### config.mk
export PLATFORM = sky130hd
export DESIGN_NAME = argon_regfile_mp_flat
export DESIGN_NICKNAME = d
export VERILOG_FILES = /design/src/rtl/argon_regfile_if.sv /design/src/rtl/argon_regfile_mp.sv /design/src/flat_wrapper.sv
export SDC_FILE = /design/constraint.sdc
export NUM_CORES = 1
export LEC_CHECK = 0
export CELL_PAD_IN_SITES_DETAIL_PLACEMENT = 2
export CELL_PAD_IN_SITES_GLOBAL_PLACEMENT = 2
export CORE_ASPECT_RATIO = 1.4
export CORE_UTILIZATION = 40
export CTS_BUF_LIST = sky130_fd_sc_hd__clkbuf_2 sky130_fd_sc_hd__clkbuf_4 sky130_fd_sc_hd__clkbuf_8
export CTS_CLUSTER_SIZE = 12
export DETAILED_ROUTE_END_ITERATION = 6
export DONT_BUFFER_PORTS = 1
export PLACE_DENSITY = 0.8
export SLEW_MARGIN = 20
export SYNTH_ARGS = -nofsm -noshare
export SYNTH_HDL_FRONTEND = slang
export SYNTH_SLANG_ARGS = --single-unit
### constraint.sdc
create_clock -name i_Clk -period 6.15 [get_ports i_Clk]
set_clock_uncertainty 0.2 [all_clocks]
set_input_delay 1.23 -clock i_Clk [delete_from_list [all_inputs] [get_ports i_Clk]]
set_output_delay 1.23 -clock i_Clk [all_outputs]
set_load 0.03 [all_outputs]
### src/rtl/argon_regfile_if.sv
// Bundled read-request, read-response, write and reservation signals for argon_regfile_mp.
// The master modport is the client (pipeline/testbench); the slave modport is the register file.
interface argon_regfile_if #(
  parameter int DATA_WIDTH = 16,
  parameter int NUM_REGS   = 8
);
  localparam int IDX_W = $clog2(NUM_REGS);

  logic                  i_rd_valid;
  logic [IDX_W-1:0]      i_rd_idxA;
  logic [IDX_W-1:0]      i_rd_idxB;
  logic                  o_rd_ready;

  logic                  o_resp_valid;
  logic [DATA_WIDTH-1:0] o_resp_dataA;
  logic [DATA_WIDTH-1:0] o_resp_dataB;
  logic                  i_resp_ready;

  logic                  i_wr_valid;
  logic [IDX_W-1:0]      i_wr_idx;
  logic [DATA_WIDTH-1:0] i_wr_data;

  logic                  i_rsv_valid;
  logic [IDX_W-1:0]      i_rsv_idx;
  logic                  o_rsv_ready;

  logic [NUM_REGS-1:0]   o_busy;

  modport slave (
    input  i_rd_valid, i_rd_idxA, i_rd_idxB, i_resp_ready,
    input  i_wr_valid, i_wr_idx, i_wr_data, i_rsv_valid, i_rsv_idx,
    output o_rd_ready, o_resp_valid, o_resp_dataA, o_resp_dataB,
    output o_rsv_ready, o_busy
  );

  modport master (
    output i_rd_valid, i_rd_idxA, i_rd_idxB, i_resp_ready,
    output i_wr_valid, i_wr_idx, i_wr_data, i_rsv_valid, i_rsv_idx,
    input  o_rd_ready, o_resp_valid, o_resp_dataA, o_resp_dataB,
    input  o_rsv_ready, o_busy
  );
endinterface

### src/rtl/argon_regfile_mp.sv
// Two-read/one-write register file with a pending-write scoreboard and a held read response.
// Define ARGON_REGFILE_BYPASS_EN to forward same-cycle write data to reads of that register.
module argon_regfile_mp #(
  parameter int DATA_WIDTH = 16,
  parameter int NUM_REGS   = 8
) (
  input  logic              i_Clk,
  input  logic              i_Reset,
  argon_regfile_if.slave    bus
);
  localparam int IDX_W = $clog2(NUM_REGS);

  logic [DATA_WIDTH-1:0] regs_q [NUM_REGS];
  logic [DATA_WIDTH-1:0] regs_d [NUM_REGS];
  logic [NUM_REGS-1:0]   busy_q, busy_d;
  logic                  resp_valid_q, resp_valid_d;
  logic [DATA_WIDTH-1:0] resp_a_q, resp_a_d;
  logic [DATA_WIDTH-1:0] resp_b_q, resp_b_d;

  logic                  wr_en;
  logic                  rd_accept;
  logic                  rsv_accept;
  logic                  srcbusy_a, srcbusy_b;
  logic [DATA_WIDTH-1:0] stored_a, stored_b;
  logic [DATA_WIDTH-1:0] op_a, op_b;

  assign wr_en    = bus.i_wr_valid && (bus.i_wr_idx != '0);
  assign stored_a = (bus.i_rd_idxA == '0) ? '0 : regs_q[bus.i_rd_idxA];
  assign stored_b = (bus.i_rd_idxB == '0) ? '0 : regs_q[bus.i_rd_idxB];

`ifdef ARGON_REGFILE_BYPASS_EN
  logic fwd_a, fwd_b;
  assign fwd_a     = wr_en && (bus.i_wr_idx == bus.i_rd_idxA);
  assign fwd_b     = wr_en && (bus.i_wr_idx == bus.i_rd_idxB);
  assign srcbusy_a = busy_q[bus.i_rd_idxA] && !fwd_a;
  assign srcbusy_b = busy_q[bus.i_rd_idxB] && !fwd_b;
  assign op_a      = fwd_a ? bus.i_wr_data : stored_a;
  assign op_b      = fwd_b ? bus.i_wr_data : stored_b;
`else
  assign srcbusy_a = busy_q[bus.i_rd_idxA];
  assign srcbusy_b = busy_q[bus.i_rd_idxB];
  assign op_a      = stored_a;
  assign op_b      = stored_b;
`endif

  // Ready depends only on state, indices and i_resp_ready, never on i_rd_valid.
  assign bus.o_rd_ready  = !srcbusy_a && !srcbusy_b && (!resp_valid_q || bus.i_resp_ready);
  assign bus.o_rsv_ready = !busy_q[bus.i_rsv_idx];
  assign rd_accept       = bus.i_rd_valid && bus.o_rd_ready;
  assign rsv_accept      = bus.i_rsv_valid && bus.o_rsv_ready && (bus.i_rsv_idx != '0);

  assign bus.o_busy       = busy_q;
  assign bus.o_resp_valid = resp_valid_q;
  assign bus.o_resp_dataA = resp_a_q;
  assign bus.o_resp_dataB = resp_b_q;

  always_comb begin
    for (int i = 0; i < NUM_REGS; i++) begin
      regs_d[i] = (wr_en && (bus.i_wr_idx == IDX_W'(i))) ? bus.i_wr_data : regs_q[i];
    end
    regs_d[0] = '0;

    // Clear-then-set so a reservation landing with the write keeps the register busy.
    busy_d = busy_q;
    if (wr_en)      busy_d[bus.i_wr_idx]  = 1'b0;
    if (rsv_accept) busy_d[bus.i_rsv_idx] = 1'b1;
    busy_d[0] = 1'b0;

    resp_valid_d = resp_valid_q;
    resp_a_d     = resp_a_q;
    resp_b_d     = resp_b_q;
    if (rd_accept) begin
      resp_valid_d = 1'b1;
      resp_a_d     = op_a;
      resp_b_d     = op_b;
    end else if (resp_valid_q && bus.i_resp_ready) begin
      resp_valid_d = 1'b0;
    end
  end

  genvar gi;
  generate
    for (gi = 0; gi < NUM_REGS; gi++) begin : g_reg
      always_ff @(posedge i_Clk or posedge i_Reset) begin
        if (i_Reset) regs_q[gi] <= '0;
        else         regs_q[gi] <= regs_d[gi];
      end
    end
  endgenerate

  always_ff @(posedge i_Clk or posedge i_Reset) begin
    if (i_Reset) begin
      busy_q       <= '0;
      resp_valid_q <= 1'b0;
      resp_a_q     <= '0;
      resp_b_q     <= '0;
    end else begin
      busy_q       <= busy_d;
      resp_valid_q <= resp_valid_d;
      resp_a_q     <= resp_a_d;
      resp_b_q     <= resp_b_d;
    end
  end
endmodule
### src/flat_wrapper.sv
// flat-port wrapper written by rule: the top's interface ports become plain ports
module argon_regfile_mp_flat 
#(
  parameter int DATA_WIDTH = 16,
  parameter int NUM_REGS   = 8
)
  (i_Clk, i_Reset, bus_i_rd_valid, bus_i_rd_idxA, bus_i_rd_idxB, bus_i_resp_ready, bus_i_wr_valid, bus_i_wr_idx, bus_i_wr_data, bus_i_rsv_valid, bus_i_rsv_idx, bus_o_rd_ready, bus_o_resp_valid, bus_o_resp_dataA, bus_o_resp_dataB, bus_o_rsv_ready, bus_o_busy);
  argon_regfile_if #(.DATA_WIDTH(DATA_WIDTH), .NUM_REGS(NUM_REGS)) bus_i ();
  input  logic i_Clk;
  input  logic i_Reset;
  input wire logic [$bits(bus_i.i_rd_valid)-1:0] bus_i_rd_valid;
  input wire logic [$bits(bus_i.i_rd_idxA)-1:0] bus_i_rd_idxA;
  input wire logic [$bits(bus_i.i_rd_idxB)-1:0] bus_i_rd_idxB;
  input wire logic [$bits(bus_i.i_resp_ready)-1:0] bus_i_resp_ready;
  input wire logic [$bits(bus_i.i_wr_valid)-1:0] bus_i_wr_valid;
  input wire logic [$bits(bus_i.i_wr_idx)-1:0] bus_i_wr_idx;
  input wire logic [$bits(bus_i.i_wr_data)-1:0] bus_i_wr_data;
  input wire logic [$bits(bus_i.i_rsv_valid)-1:0] bus_i_rsv_valid;
  input wire logic [$bits(bus_i.i_rsv_idx)-1:0] bus_i_rsv_idx;
  output wire logic [$bits(bus_i.o_rd_ready)-1:0] bus_o_rd_ready;
  output wire logic [$bits(bus_i.o_resp_valid)-1:0] bus_o_resp_valid;
  output wire logic [$bits(bus_i.o_resp_dataA)-1:0] bus_o_resp_dataA;
  output wire logic [$bits(bus_i.o_resp_dataB)-1:0] bus_o_resp_dataB;
  output wire logic [$bits(bus_i.o_rsv_ready)-1:0] bus_o_rsv_ready;
  output wire logic [$bits(bus_i.o_busy)-1:0] bus_o_busy;
  assign bus_i.i_rd_valid = bus_i_rd_valid;
  assign bus_i.i_rd_idxA = bus_i_rd_idxA;
  assign bus_i.i_rd_idxB = bus_i_rd_idxB;
  assign bus_i.i_resp_ready = bus_i_resp_ready;
  assign bus_i.i_wr_valid = bus_i_wr_valid;
  assign bus_i.i_wr_idx = bus_i_wr_idx;
  assign bus_i.i_wr_data = bus_i_wr_data;
  assign bus_i.i_rsv_valid = bus_i_rsv_valid;
  assign bus_i.i_rsv_idx = bus_i_rsv_idx;
  assign bus_o_rd_ready = bus_i.o_rd_ready;
  assign bus_o_resp_valid = bus_i.o_resp_valid;
  assign bus_o_resp_dataA = bus_i.o_resp_dataA;
  assign bus_o_resp_dataB = bus_i.o_resp_dataB;
  assign bus_o_rsv_ready = bus_i.o_rsv_ready;
  assign bus_o_busy = bus_i.o_busy;
  argon_regfile_mp #(.DATA_WIDTH(DATA_WIDTH), .NUM_REGS(NUM_REGS)) u_core (.i_Clk(i_Clk), .i_Reset(i_Reset), .bus(bus_i));
endmodule
=== Yosys cells after proc, flatten, opt, wreduce, memory -nomap -nowiden ===
Index checks and enable logic that the tools add are counted.

* Logic and storage cells: 79
* Input port bits: 34
* Bits in registers: 152
* Output and inout port bits: 43

* Magnitude comparators: 8
* Equal/unequal tests: 7
* Bitwise operators: 5
* Reductions and logical operators: 26
* Muxes and demuxes: 22

{| class="wikitable"
|+ Operators with widths
! kind !! count
|-
| $bmux 16 s3 || 2
|-
| $mux 16 || 6
|-
| $logic_and 1x1->1 || 16
|-
| $lt 3x4->1 const B || 4
|-
| $mux 8 || 2
|-
| $eq 3x3->1 const B || 4
|-
| $bmux 1 s3 || 3
|-
| $and 8x8->8 || 1
|-
| $ge 4x4->1 const B || 2
|-
| $not 3->4 || 2
|-
| $not 8->8 || 1
|-
| $or 8x8->8 || 1
|-
| $mux 1 || 7
|-
| $demux 1 s3 || 2
|-
| $eq 3x2->1 const B || 2
|-
| $ge 3x1->1 const B || 2
|-
| $logic_not 3->1 || 2
|-
| $reduce_bool 3->1 || 2
|-
| $logic_not 1->1 || 4
|-
| $eq 3x1->1 const B || 1
|-
| $reduce_bool 2->1 || 1
|-
| $logic_or 1x1->1 || 1
|}

=== Logic depth before layout (Yosys ltp) ===
* Depth in word-level cells: 9
* Gate-level depth with buffers: 7
* Depth with buffers taken out: 4

=== Least setup slack after synthesis ===
No wires, ideal clock.

* Path kind: input port to output port
* Start point: input bus_i_rd_idxA[0]
* End point: output bus_o_rd_ready
* Arrival time: 2.556 ns
* Path buffers: 1
* Data required time: 4.720 ns
* Cell stages on the path: 5
* Path slack: 2.164 ns
* Cell sequence: buf_2 mux2_2 o22ai_1 o22ai_1 nor2b_1

* Word-level cells in the longest chain between the ends: 5

{| class="wikitable"
|+ Ends and longest elaborated chain
! what !! line !! source
|-
| start, declared || flat_wrapper.sv:12 || <nowiki>input wire logic [$bits(bus_i.i_rd_idxA)-1:0] bus_i_rd_idxA;</nowiki>
|-
| $bmux 1 s3 || argon_regfile_mp.sv:40 || <nowiki>assign srcbusy_a = busy_q[bus.i_rd_idxA];</nowiki>
|-
| $mux 1 (not written as such) || argon_regfile_mp.sv:40 ||
|-
| $logic_not 1->1 || argon_regfile_mp.sv:47 || <nowiki>assign bus.o_rd_ready = !srcbusy_a && !srcbusy_b && (!resp_valid_q || bus.i_resp_ready);</nowiki>
|-
| $logic_and 1x1->1 (2 in series) || argon_regfile_mp.sv:47 ||
|-
| end, declared || flat_wrapper.sv:20 || <nowiki>output wire logic [$bits(bus_i.o_rd_ready)-1:0] bus_o_rd_ready;</nowiki>
|}

Every way passes these cells. The select of a mux whose other input is x is not followed.

=== Final worst setup path ===
* Start point: input bus_i_rd_idxA[1]
* End point: output bus_o_rd_ready

Same word-level chain as after synthesis.

==> results.sh <==
export IMPL_status="complete, no violations"
export IMPL_synth_top_family_by_area="multiplexers"
export IMPL_crit_path_end_kind="output port"
export IMPL_vias_per_cell=6.054
export IMPL_numCtsBuffers=17
export IMPL_muxShareOfSynthArea=0.3732
export IMPL_cts_hold_buf=0
export IMPL_drtPass1Iterations=4
export IMPL_grt_pass1_vias=5666
export IMPL_wl_microns=21610
export IMPL_path_clk_slew_ps=80
export IMPL_multi_input_area_sq_um=3815
export IMPL_yosys_area_top_type="dfrtp_1"
export IMPL_start_kind="input pin"
export IMPL_dp_cells=776
export IMPL_r2r_start="u_core.bus.o_busy[3]$_DFF_PP0_"
export IMPL_post_cts_buffers=0
export IMPL_cp_required_ps=4720
export IMPL_antenna_found_initial=0
export IMPL_nFillCells=1857
export IMPL_worst_endpoint_arrival_ps=2600
export IMPL_grt_pass1_wl_microns=34500
export IMPL_swShare=0.3543
export IMPL_cp_endpoint="bus_o_rd_ready"
export IMPL_core_area_sq_um=19140
export IMPL_gp_congestion=0.7765
export IMPL_max_cap_viol_count=0
export IMPL_vias=4892
export IMPL_wl_per_cell_microns=26.74
export IMPL_cts_htree_levels=4
export IMPL_startpoint="bus_i_rd_idxA[1]"
export IMPL_period_share=0.6551
export IMPL_cts_root_buf="clkbuf_8"
export IMPL_final_cell_mix="dfrtp_1 (152), mux2_2 (151), nand2_1 (43)"
export IMPL_finalSetupViolations=0
export IMPL_post_cts_resize_count=0
export IMPL_overflow=0
export IMPL_synth_adder_area_share=0
export IMPL_layout_area_overhead_vs_synth_pct=7.787
export IMPL_final_max_slew_violation_count=0
export IMPL_synthTopCellsByArea="dfrtp_1 (49%), mux2_2 (22%), mux4_2 (9.2%), mux2_4 (5.8%), a22oi_1 (3.1%)"
export IMPL_initial_utilization=0.4079
export IMPL_drc=0
export IMPL_seqCellArea_sq_um=3804
export IMPL_synth_cell_types=30
export IMPL_layout_commonest_cell="dfrtp_1"
export IMPL_grt_max_degree=103
export IMPL_drt_iter0_markers=215
export IMPL_drive_gt1_frac=0.4696
export IMPL_syn_num_nets=597
export IMPL_crit_path_top_delay_cell="nor2b_1"
export IMPL_hold_violations=0
export IMPL_min_path_type="flop to flop"
export IMPL_dp_hpwl_microns=13200
export IMPL_synth_xor_area_frac=0
export IMPL_synthCells=563
export IMPL_combPwrFrac=0.214
export IMPL_clkPwrFrac=0.239
export IMPL_synth_seq_area_share=0.4871
export IMPL_cts_tree="yes"
export IMPL_nNetsFinal=581
export IMPL_synth_area_per_cell_sq_um=13.87
export IMPL_yosys_warnings=0
export IMPL_leakage_nw=3.530
export IMPL_synth_compound_area_frac=0.06938
export IMPL_clock_sinks=152
export IMPL_drtAntennaViolNets=0
export IMPL_worstPathCellList="mux2_1 -> a221oi_2 -> o22ai_1 -> nor2b_1"
export IMPL_ioPinCount=77
export IMPL_ir_worst_vdd_v=0.0001470
export IMPL_synth_simple_area_share=0.03990
export IMPL_regToRegEndpoint="u_core.bus.o_resp_dataA[5]$_DFFE_PP0P_"
export IMPL_rrSetupSlack_ps=3610
export IMPL_period_needed_ps=4029
export IMPL_synth_top_cell_area_share=0.4871
export IMPL_worstPathMaxFanout=36
export IMPL_p_int_w=0.002106
export IMPL_r2r_cells=5
export IMPL_die_area_sq_um=20090
export IMPL_path_class="input pin to output port"
export IMPL_ys_ff_latch=152
export IMPL_grtUsageTotal=0.2313
export IMPL_port_buffer_count=0
export IMPL_seqPwrFrac=0.547
export IMPL_setup_tns_ps=0
export IMPL_max_slew_margin=0.3179
export IMPL_clock_latency_ps=480
export IMPL_power_switching_w=0.001156
export IMPL_rsz0062_at_grt="false"
export IMPL_instances_no_fill=808
export IMPL_tightestPinTransition_ps=1019
export IMPL_row_count=60
export IMPL_cpPeakStageDelay_ps=510
export IMPL_fmax_ghz=0.2482
export IMPL_syn_area_sq_um=7809
export IMPL_fp_dieW_microns=120.1
export IMPL_cts_path_max_buffers=2
export IMPL_pwr_density_cell_nw_per_um2=387.6
export IMPL_die_height_microns=167.3
export IMPL_n_antenna_cell=0
[state kept, by name, summed over array words and instances (netlist names)]
| signal | flops |
|---|---|
| u_core.bus.o_resp_dataA | 16 |
| u_core.bus.o_resp_dataB | 16 |
| u_core.bus.o_resp_valid | 1 |
| u_core.bus.o_busy | 7 |
| u_core.regs_q | 112 |
[power groups by stage]
| stage | registers, W | logic (W) | clock network, W |
|---|---|---|---|
| floorplan | 0.00169 | 0.000617 | 0 |
| global placement | 0.00177 | 0.000653 | 0 |
| detailed placement | 0.00180 | 0.000700 | 0 |
| CTS | 0.00178 | 0.000709 | 0.000796 |
| global route | 0.00181 | 0.000759 | 0.000833 |
| finish | 0.00178 | 0.000699 | 0.000779 |
[synth_stat cells]
library cell,n
a21oi_1,1
a221oi_2,2
a22oi_1,32
and2_1,1
buf_1,1
buf_2,10
buf_4,1
buf_6,5
clkbuf_1,28
conb_1,1
dfrtp_1,152
inv_1,3
mux2_1,2
mux2_2,151
mux2_4,30
mux2i_1,2
mux4_2,32
nand2_1,43
nand2b_1,9
nand4_1,1
nand4b_1,3
nor2b_1,4
nor3_2,1
nor4bb_1,2
o21ai_0,34
o221ai_2,1
o22ai_1,3
o31ai_1,6
o32ai_1,1
o41ai_1,1
[critical path: cells and delay by family]
kind	cells	cell delay, ps
mux	1	320
compound gates	2	530
simple gates	1	510
[cell type report]
type                            count  area share
Inverter                            3    0.001933
Multi-Input combinational cell    363      0.4532
Clock inverter                     13     0.01754
Clock buffer                       19     0.02958
Sequential cell                   152      0.4519
Tap cell                          248     0.03687
Timing Repair Buffer               10    0.008919
[per-layer routing]
| metal | GRT usage | vias to the layer above | wire length [microns] | share of wire |
|---|---|---|---|---|
| met1 | 0.2673 | 2658 | 8586 | 0.40 |
| li1 | - | 2081 | - | - |
| met3 | 0.05245 | 44 | 841 | 0.039 |
| met2 | 0.4098 | 109 | 11660 | 0.54 |
| met4 | 0.09130 | 0 | 521 | 0.024 |
| met5 | 0 | - | 0 | 0 |
[kinds of logic after synthesis]
kind of cell | count (synthesis)
DFF | 152
and+or+nand+nor | 64
other | 1
muxes | 217
AOI/OAI and AO/OA | 81
buffers and inverters | 48
[per-stage QoR]
stage	total power, W	util	cell area [sq um]	hold WS (ps)	worst slack (ps)
after floorplan	0.002308	-	7809	291.1	626.9
after global placement	0.002419	0.4190	8020	304.7	2148
after detailed placement	0.002496	0.4190	8020	316.1	2121
after CTS	0.003290	0.4397	8417	335.2	2121
after global routing	0.003406	0.4397	8417	353.2	2071
final	0.003262	0.4397	8417	340.0	2121
[how the worst min path moves through the flow]
stage | startpoint | to | slack (ps) | cells past startpoint
finish | u_core.regs_q[65]$_DFFE_PP0P_ | u_core.regs_q[65]$_DFFE_PP0P_ | 340 | 1
global route | u_core.regs_q[70]$_DFFE_PP0P_ | u_core.regs_q[70]$_DFFE_PP0P_ | 350 | 1
CTS | u_core.regs_q[18]$_DFFE_PP0P_ | u_core.regs_q[18]$_DFFE_PP0P_ | 340 | 1
detailed placement | u_core.regs_q[71]$_DFFE_PP0P_ | u_core.regs_q[71]$_DFFE_PP0P_ | 320 | 1
global placement | u_core.regs_q[43]$_DFFE_PP0P_ | u_core.regs_q[43]$_DFFE_PP0P_ | 300 | 1
floorplan | u_core.regs_q[16]$_DFFE_PP0P_ | u_core.regs_q[16]$_DFFE_PP0P_ | 290 | 1
No activity file was read; power rests on OpenSTA's default activity.
